==> src/rtl/axis_integrator_if.sv <==
// Command/response bundle for axis_integrator: step handshake, per-axis operand
// buses and the position/velocity/overflow state outputs.
interface axis_if #(
    parameter int WIDTH = 16,
    parameter int AXES  = 3
);
    logic                    step_valid;
    logic                    step_ready;
    logic [1:0]              mode;
    logic [AXES*WIDTH-1:0]   accel;
    logic [AXES*WIDTH-1:0]   load_pos;
    logic [AXES*WIDTH-1:0]   load_vel;
    logic [AXES*WIDTH-1:0]   pos;
    logic [AXES*WIDTH-1:0]   vel;
    logic                    out_valid;
    logic [AXES-1:0]         ovf;

    modport master (
        output step_valid, mode, accel, load_pos, load_vel,
        input  step_ready, pos, vel, out_valid, ovf
    );

    modport slave (
        input  step_valid, mode, accel, load_pos, load_vel,
        output step_ready, pos, vel, out_valid, ovf
    );
endinterface

==> src/rtl/axis_integrator.sv <==
// Multi-axis Euler integrator: vel += accel, then pos += vel, axis by axis,
// sharing a single saturating/wrapping WIDTH-bit adder across all updates.
module axis_integrator #(
    parameter int WIDTH = 16,
    parameter int AXES  = 3,
    parameter int SAT   = 1
) (
    input  logic  clk,
    input  logic  rst_n,
    axis_if.slave bus
);
    localparam int AW = (AXES > 1) ? $clog2(AXES) : 1;

    typedef enum logic [1:0] {IDLE, VEL, POS, DONE} state_t;

    state_t                      state;
    logic [AW-1:0]               ax;
    logic [AXES-1:0][WIDTH-1:0]  pos_q, vel_q, acc_q;
    logic [AXES-1:0]             ovf_q;
    logic                        ready, out_valid;

    logic [WIDTH-1:0] op_a, op_b, sum, res;
    logic             ovf_add;

    // Shared adder: VEL adds latched accel to vel, POS adds the fresh vel to pos.
    always_comb begin
        op_a    = (state == POS) ? pos_q[ax] : vel_q[ax];
        op_b    = (state == POS) ? vel_q[ax] : acc_q[ax];
        sum     = op_a + op_b;
        ovf_add = (op_a[WIDTH-1] == op_b[WIDTH-1]) && (sum[WIDTH-1] != op_a[WIDTH-1]);
        res     = sum;
        if (SAT != 0 && ovf_add)
            res = op_a[WIDTH-1] ? {1'b1, {(WIDTH-1){1'b0}}} : {1'b0, {(WIDTH-1){1'b1}}};
    end

    always_ff @(posedge clk) begin
        if (!rst_n) begin
            state     <= IDLE;
            ax        <= '0;
            pos_q     <= '0;
            vel_q     <= '0;
            acc_q     <= '0;
            ovf_q     <= '0;
            ready     <= 1'b1;
            out_valid <= 1'b0;
        end else begin
            case (state)
                IDLE: begin
                    if (bus.step_valid && ready) begin
                        acc_q     <= bus.accel;
                        ready     <= 1'b0;
                        state     <= DONE;
                        out_valid <= 1'b1;
                        case (bus.mode)
                            2'b01: begin
                                pos_q <= bus.load_pos;
                                vel_q <= bus.load_vel;
                                ovf_q <= '0;
                            end
                            2'b10: begin
                                ax        <= '0;
                                state     <= VEL;
                                out_valid <= 1'b0;
                            end
                            2'b11: begin
                                pos_q <= '0;
                                vel_q <= '0;
                                ovf_q <= '0;
                            end
                            default: ;
                        endcase
                    end
                end
                VEL: begin
                    vel_q[ax] <= res;
                    ovf_q[ax] <= ovf_q[ax] | ovf_add;
                    state     <= POS;
                end
                POS: begin
                    pos_q[ax] <= res;
                    ovf_q[ax] <= ovf_q[ax] | ovf_add;
                    if (ax == AW'(AXES - 1)) begin
                        state     <= DONE;
                        out_valid <= 1'b1;
                    end else begin
                        ax    <= ax + 1'b1;
                        state <= VEL;
                    end
                end
                default: begin
                    out_valid <= 1'b0;
                    ready     <= 1'b1;
                    state     <= IDLE;
                end
            endcase
        end
    end

    assign bus.step_ready = ready;
    assign bus.out_valid  = out_valid;
    assign bus.pos        = pos_q;
    assign bus.vel        = vel_q;
    assign bus.ovf        = ovf_q;
endmodule

==> src/flat_wrapper.sv <==
// flat-port wrapper written by rule: the top's interface ports become plain ports
module axis_integrator_flat 
#(
    parameter int WIDTH = 16,
    parameter int AXES  = 3,
    parameter int SAT   = 1
)
  (clk, rst_n, bus_step_valid, bus_mode, bus_accel, bus_load_pos, bus_load_vel, bus_step_ready, bus_pos, bus_vel, bus_out_valid, bus_ovf);
  axis_if #(.WIDTH(WIDTH), .AXES(AXES)) bus_i ();
  input  logic clk;
  input  logic rst_n;
  input wire logic [$bits(bus_i.step_valid)-1:0] bus_step_valid;
  input wire logic [$bits(bus_i.mode)-1:0] bus_mode;
  input wire logic [$bits(bus_i.accel)-1:0] bus_accel;
  input wire logic [$bits(bus_i.load_pos)-1:0] bus_load_pos;
  input wire logic [$bits(bus_i.load_vel)-1:0] bus_load_vel;
  output wire logic [$bits(bus_i.step_ready)-1:0] bus_step_ready;
  output wire logic [$bits(bus_i.pos)-1:0] bus_pos;
  output wire logic [$bits(bus_i.vel)-1:0] bus_vel;
  output wire logic [$bits(bus_i.out_valid)-1:0] bus_out_valid;
  output wire logic [$bits(bus_i.ovf)-1:0] bus_ovf;
  assign bus_i.step_valid = bus_step_valid;
  assign bus_i.mode = bus_mode;
  assign bus_i.accel = bus_accel;
  assign bus_i.load_pos = bus_load_pos;
  assign bus_i.load_vel = bus_load_vel;
  assign bus_step_ready = bus_i.step_ready;
  assign bus_pos = bus_i.pos;
  assign bus_vel = bus_i.vel;
  assign bus_out_valid = bus_i.out_valid;
  assign bus_ovf = bus_i.ovf;
  axis_integrator #(.WIDTH(WIDTH), .AXES(AXES), .SAT(SAT)) u_core (.clk(clk), .rst_n(rst_n), .bus(bus_i));
endmodule
==> config.mk <==
export PLATFORM = sky130hd
export DESIGN_NAME = axis_integrator_flat
export DESIGN_NICKNAME = d
export VERILOG_FILES = /design/src/rtl/axis_integrator_if.sv /design/src/rtl/axis_integrator.sv /design/src/flat_wrapper.sv
export SDC_FILE = /design/constraint.sdc
export NUM_CORES = 1
export LEC_CHECK = 0
export BUFFER_PORTS_ARGS = -buffer_cell sky130_fd_sc_hd__buf_2
export CORE_UTILIZATION = 32
export CTS_CLUSTER_DIAMETER = 200
export CTS_CLUSTER_SIZE = 12
export DETAILED_ROUTE_END_ITERATION = 12
export PLACE_DENSITY_LB_ADDON = 0.2
export SYNTH_ARGS = -nofsm -noshare
export SYNTH_HDL_FRONTEND = slang
export SYNTH_SLANG_ARGS = --single-unit
==> constraint.sdc <==
create_clock -name clk -period 3.9 [get_ports clk]
set_clock_uncertainty 0.1 [all_clocks]
set_input_delay 0.195 -clock clk [delete_from_list [all_inputs] [get_ports clk]]
set_output_delay 0.195 -clock clk [all_outputs]
set_load 0.02 [all_outputs]
==> results of run 1 <==
==> cell type report <==
cell class,count,area (um^2)
Tap cell,384,480
Timing Repair Buffer,394,2600
Sequential cell,153,3070
Inverter,17,63.8
Fill cell,3027,16000
Clock inverter,15,196
Clock buffer,17,425
Multi-Input combinational cell,984,5910
==> cell usage after synthesis (4+ instances only) <==
cell	count	share of area [%]
o211ai_1	42	3.4
and2_1	5	0.33
o21ai_1	6	0.32
a32o_1	4	0.43
nand4_1	12	0.80
nand2b_1	9	0.60
o21ai_0	98	5.2
a311oi_1	7	0.65
and3_1	13	0.86
mux2_2	14	1.7
nor2b_1	7	0.47
a21boi_0	56	4.5
a22o_1	14	1.3
buf_2	17	0.90
dfxtp_1	153	33
clkbuf_1	76	3.0
inv_1	17	0.68
a211oi_1	22	1.8
nor2_1	71	2.8
ha_1	23	3.1
nor3_1	20	1.1
a21oi_1	155	8.2
nand3_1	5	0.27
mux2i_1	54	5.7
nand2_1	242	9.7
o22ai_1	30	2.0
xor2_1	5	0.47
buf_1	6	0.24
a21o_1	17	1.4
==> routing by layer <==
layer	global-route usage (%)	wire (um)	vias up
met5	0	0	-
met4	10.6	1280	0
met3	4.06	2280	62
met2	41.6	18100	399
met1	33.3	17500	5011
li1	-	-	5144
==> per-stage QoR <==
stage / power [mW] / hold WS (ns) / setup slack [ns] / area [um^2]
after floorplan: 6.17 / 0.240 / 0.0541 / 9410
after global placement: 8.58 / 0.350 / 0.103 / 11300
after detailed placement: 8.60 / 0.355 / 0.0587 / 11300
after CTS: 10.4 / 0.00615 / 0.0383 / 12700
after global routing: 11.1 / 0.0176 / -0.00478 / 12700
final: 10.5 / 0.0101 / 0.0753 / 12700
==> power breakdown <==
part           total, mW  switching (mW)  internal [mW]
registers           2.56           0.492           2.07
clock network       1.77           0.833          0.935
logic               6.21            4.01           2.20
==> logic make-up after synthesis <==
logic type / count (synthesis) / synth area share, %
compound gates: 487 / 32.7
xor+xnor: 8 / 0.745
simple gates: 396 / 17.9
mux: 69 / 7.66
buf+inv: 120 / 5.18
fa+ha+maj: 24 / 3.27
flops: 153 / 32.5
==> sequential cells by signal, summed over array words and instances (netlist names) <==
signal / count
u_core.bus.pos: 48
u_core.bus.step_ready: 1
u_core.bus.ovf: 3
u_core.acc_q: 48
u_core.state: 2
u_core.bus.vel: 48
u_core.ax: 2
u_core.bus.out_valid: 1
==> worst max path at each step <==
stage               startpoint                  to  slack [ns]  depth (start not counted)
4_1_cts           u_core.ax[0]  u_core.bus.pos[34]        0.04                         13
3_3_place_gp      u_core.ax[0]  u_core.bus.pos[34]        0.10                         13
5_1_grt           u_core.ax[0]  u_core.bus.vel[16]      -0.005                         13
2_1_floorplan  u_core.state[0]  u_core.bus.vel[19]        0.05                         14
6_report          u_core.ax[0]   u_core.bus.pos[0]        0.08                         13
3_5_place_dp      u_core.ax[0]  u_core.bus.pos[34]        0.06                         13
==> timing repair <==
| item | CTS | global route |
|---|---|---|
| hold buffers | 74 | 0 |
| setup buffers | 0 | 3 |
| hold endpoints to repair | 74 | 0 |
| resized for setup | 0 | 7 |
| setup endpoints to repair | 0 | 35 |
==> worst max-delay path, stage by stage, from the launching register on <==
cell and delay (ns):
dfxtp_4 0.47, buf_16 0.25, mux2i_1 0.22, o22ai_1 0.17, mux2_2 0.31, ha_1 0.39
a21o_1 0.23, a311o_1 0.41, nor3_2 0.26, o21ai_4 0.16, buf_4 0.19, buf_4 0.14
a21oi_4 0.25, a21oi_1 0.11
==> metrics.txt, run 1 <==
Slew headroom around a quarter; iteration-0 DRC count of the detailed router around 890; status complete, no violations; Final #Nets approximately 1700; number of synthesized flops with an enable pin 0; Reg2Reg Capture Point u_core.bus.pos[0]; clock sink count between 150 and 200; Layout Utilization between 40 and 50%; vias post-DR around 11000; leading cell types in the layout, fill and taps excluded buf_2 (248), nand2_1 (242), a21oi_1 (153); I/O Pins 250; Clock Path Buffers 2; worst hold stages 3; vias in the first global route 10300; Max Cap Violations 0; synth warn 0; critical path class reg2reg; RD Place Congestion 0.945; r2r worst-path depth 13; ANT cells 0; Die Y approximately 170 um; first-pass GRT wire length between 50000 and 60000 um; Main synth FF type dfxtp_1; starting density of the core 32.7%; actual slew at the worst max-slew pin between 1 and 1.5 ns; Hold Path Sink u_core.bus.pos[24]; grt total ovfl 0; VDD IR max around 0.37 mV; hold path start bus_load_pos[24]; Slew Limit Fails 0; f_max roughly 260 MHz; Gate Count Post-Synth about 1300; minimum clock period around 3.8 ns; initial antenna violation count 0; register area share after synthesis ~33%; total CTS buffers 17; share of cells above drive strength 1 between 20% and 30%; CP max FO 40; P&R area growth vs syn 35.4%; Avg Vias per Cell between 5 and 6; Final period util between 90 and 100%; routed len/inst ~20 um; post-synth cell types 67; WP data arrival slightly above 4 ns; HP Class in2reg; placed cells between 1500 and 2000; startpoint types flip-flop; Worst-path clk slew ~0.08 ns; gr usage total approximately a quarter; fin cells around 2000; Mapped Nets 1430; largest net degree at the start of global routing 72; Sum Neg Setup Slack 0 ns; Die X approximately 170 um; Cell Area, Synth roughly 9400 um^2; drt pass-1 iters 6; reg-to-reg setup timing slack 0.08 ns; Seq cells post-synth 153; crit path capture type flip-flop; Synth async-reset ratio 0%; PortBufs roughly 250; CTS Root Cell clkbuf_16; WL final between 30000 and 40000 um; pwr dens ~830 nW/um^2; endpoints failing setup 0; row cnt 62; syn avg cell area ~7.5 um^2; antenna violation net count after detailed routing 0; most common cell after layout, fill and taps aside buf_2; leakage power total ~5.3 nW; clk_lat worst skew 0.44 ns; DIE AREA ~30000 um^2; final-report hold violation count 0; CP required between 4 and 5 ns; CTS tree built; Core ar. 28800 um^2; DRC violations left 0; Reg2Reg Launch Point u_core.ax[0]; HPWL Detailed 28800 um; htree depth 4
Note: power is estimated with default switching activity, not from simulation.
==> run 2, diff against run 1 <==
==> constraint.sdc (replaced) <==
create_clock -name clk -period 4.25 [get_ports clk]
set_clock_uncertainty 0.1 [all_clocks]
set_input_delay 0.2125 -clock clk [delete_from_list [all_inputs] [get_ports clk]]
set_output_delay 0.2125 -clock clk [all_outputs]
set_load 0.02 [all_outputs]
==> run 2 against run 1 <==
- flip-flop and latch count unchanged
- combinational power decreased by 14%
- non-clock buffer count decreased by 29
- register-to-register slack improved by 0.19 ns
- sequential power decreased by 9.0%
- routed wire length decreased by 2.4%
- global-route usage decreased by 0.30 points
- critical path type unchanged
- largest cell class unchanged
- largest power group unchanged
==> metrics.txt, run 2 (synthesized netlist as in run 1, its figures left out) <==
status complete, no violations (unchanged); internal power 4.70 mW (was 5.20 mW); Core ar. 28800 um^2 (unchanged); minimum clock period 3.99 ns (was 3.82 ns); total CTS buffers 17 (unchanged); fin cells 1935 (was 1964); crit path to u_core.bus.vel[44] (was u_core.bus.pos[0]); routed len/inst 19.7 um (was 19.9 um); critical path class reg2reg (unchanged); WP data arrival 4.23 ns (was 4.04 ns); startpoint types flip-flop (unchanged); hold slack final 0.00302 ns (was 0.0101 ns); drt pass-1 iters 5 (was 6); pwr dens 755 nW/um^2 (was 827 nW/um^2); P&R area growth vs syn 32.8% (was 35.4%); HPWL Detailed 28100 um (was 28800 um); Avg Vias per Cell 5.42 (was 5.41); Reg2Reg Launch Point u_core.ax[0] (unchanged); DIE AREA 30100 um^2 (unchanged); CTS tree built (unchanged); vias in the first global route 10200 (was 10300); post-CTS setup buffer count 0 (unchanged); VDD IR max 0.428 mV (was 0.372 mV); crit-path most repeated cell buf_4 (unchanged); part of the power in registers 24.7% (was 24.3%); Net Sw Frac 50.2% (was 50.7%); Slew Limit Fails 0 (unchanged); DRC violations left 0 (unchanged); Layout Utilization 43.4% (was 44.3%); placed cells 1831 (was 1855); WL final 38200 um (was 39100 um); CTS Root Cell clkbuf_16 (unchanged); Slew headroom 17.1% (was 24.7%); gr usage total 25.2% (was 25.5%); CP max FO 24 (was 40); initial antenna violation count 0 (unchanged); Max Cap Violations 0 (unchanged); largest net degree at the start of global routing 66 (was 72); reg-to-reg setup timing slack 0.26 ns (was 0.08 ns); iteration-0 DRC count of the detailed router 894 (was 891); Final Cell Area 12500 um^2 (was 12700 um^2); vias post-DR 10500 (was 10600); f_max 251 MHz (was 261 MHz); share of cells above drive strength 1 23.0% (was 24.6%); crit path launch u_core.ax[0] (unchanged); antenna violation net count after detailed routing 0 (unchanged); unrepaired setup endpoints after global routing false; most common cell after layout, fill and taps aside buf_2 (unchanged); Reg2Reg Capture Point u_core.bus.vel[44] (was u_core.bus.pos[0]); crit path capture type flip-flop (unchanged); CP delay by family, top compound AO/OA/AOI/OAI gates (unchanged); first-pass GRT wire length 58700 um (was 59300 um); Stages on worst setup path 12 (was 13); Clk network pwr share 18.4% (was 16.8%); row cnt 62 (unchanged); Final #Nets 1711 (was 1740); starting density of the core 32.7% (unchanged); Die X 173 um (unchanged); Sum Neg Setup Slack 0 ns (unchanged); clock sink count 153 (unchanged); Worst Path Buf+Inv 3 (unchanged); PortBufs 249 (unchanged); CP max stage cell dfxtp_4 (unchanged); Die Y 173 um (unchanged); leading cell types in the layout, fill and taps excluded buf_2 (248), nand2_1 (242), a21oi_1 (153) (unchanged); CP required 4.49 ns (was 4.12 ns); r2r worst-path depth 12 (was 13); final-report hold violation count 0 (unchanged); HP Class in2reg (unchanged); I/O Pins 250 (unchanged); power share of the combinational group 56.9% (was 58.9%); endpoints failing setup 0 (unchanged); clk_lat worst skew 0.44 ns (about the same); ANT cells 0 (unchanged); worst-path cell chain buf_12 > buf_4 > mux2i_1 > o22ai_1 > mux2_2 > ha_1 > nand4_1 > o211a_2 > o21ai_4 > buf_4 > a21boi_0 > a311oi_1 (was buf_16 > mux2i_1 > o22ai_1 > mux2_2 > ha_1 > a21o_1 > a311o_1 > nor3_2 > o21ai_4 > buf_4 > buf_4 > a21oi_4 > a21oi_1); leakage power total 5.20 nW (was 5.34 nW); Clock Path Buffers 2 (unchanged); RD Place Congestion 0.912 (was 0.945); DP Area 11100 um^2 (was 11300 um^2); grt total ovfl 0 (unchanged); htree depth 4 (unchanged); Final period util 93.8% (was 98.1%); crit-path max cell delay 0.56 ns (was 0.47 ns); Worst-path clk slew 0.07 ns (was 0.08 ns); actual slew at the worst max-slew pin 1.24 ns (was 1.13 ns); Sw Pwr 4.73 mW (was 5.34 mW)
==> run 2: cell types whose count changed in the layout (fill, tap and decap cells not counted), sizes merged <==
| cell | previous run | this run |
|---|---|---|
| bufinv | 1 | 3 |
| inv | 26 | 25 |
| buf | 320 | 293 |
| clkinv | 4 | 3 |
| dlygate4sd3 | 74 | 72 |
==> run 2: metrics by stage <==
stage	setup slack (ns)	power, mW
after CTS	0.312	9.41
final	0.262	9.44
after floorplan	0.277	5.66
after global routing	0.0828	10.0
after global placement	0.424	7.61
after detailed placement	0.299	7.63
==> run 2: tightest hold or removal path: stages <==
cell and delay (ns):
buf_2 0.10, nand2_1 0.09, a21boi_0 0.09
==> run 2: layer usage <==
layer / track usage, % / wire length (um) / up-vias
met1: 33.2 / 16900 / 4918
met4: 9.33 / 1120 / 0
met2: 41.2 / 17900 / 407
li1: - / - / 5096
met3: 4.06 / 2280 / 65
met5: 0 / 0 / -
==> run 2: cell type report <==
class                   instances  area (um^2)
clock buffers                  17          425
clock inverters                15          226
fillers                      2973        16300
inverters                      17         63.8
multi-input cells             984         5880
flip-flops and latches        153         3070
well taps                     384          480
repair buffers                365         2350
==> run 2: worst min path at each step <==
stage | from | cells after the start | slack [ns] | end
final | bus_accel[38] | 3 | 0.003 | u_core.acc_q[38]
after CTS | bus_load_vel[33] | 3 | 0.00006 | u_core.bus.vel[33]
after global routing | bus_accel[38] | 3 | 0.03 | u_core.acc_q[38]
after global placement | u_core.acc_q[32] | 2 | 0.35 | u_core.acc_q[32]
after detailed placement | u_core.acc_q[19] | 2 | 0.36 | u_core.acc_q[19]
after floorplan | bus_accel[0] | 2 | 0.26 | u_core.acc_q[0]
==> run 2: what timing repair did <==
action	CTS	global route
hold endpoints to repair	72	0
setup endpoints to repair	0	2
hold buffers	72	0
gates resized for setup	0	2
==> run 2: power by group through the flow <==
stage	Combinational, mW	Clock [mW]	Sequential, mW
2_1_floorplan	3.05	0	2.61
4_1_cts	5.34	1.75	2.33
3_5_place_dp	5.27	0	2.36
3_3_place_gp	5.24	0	2.37
5_1_grt	5.84	1.80	2.38
6_report	5.37	1.73	2.33
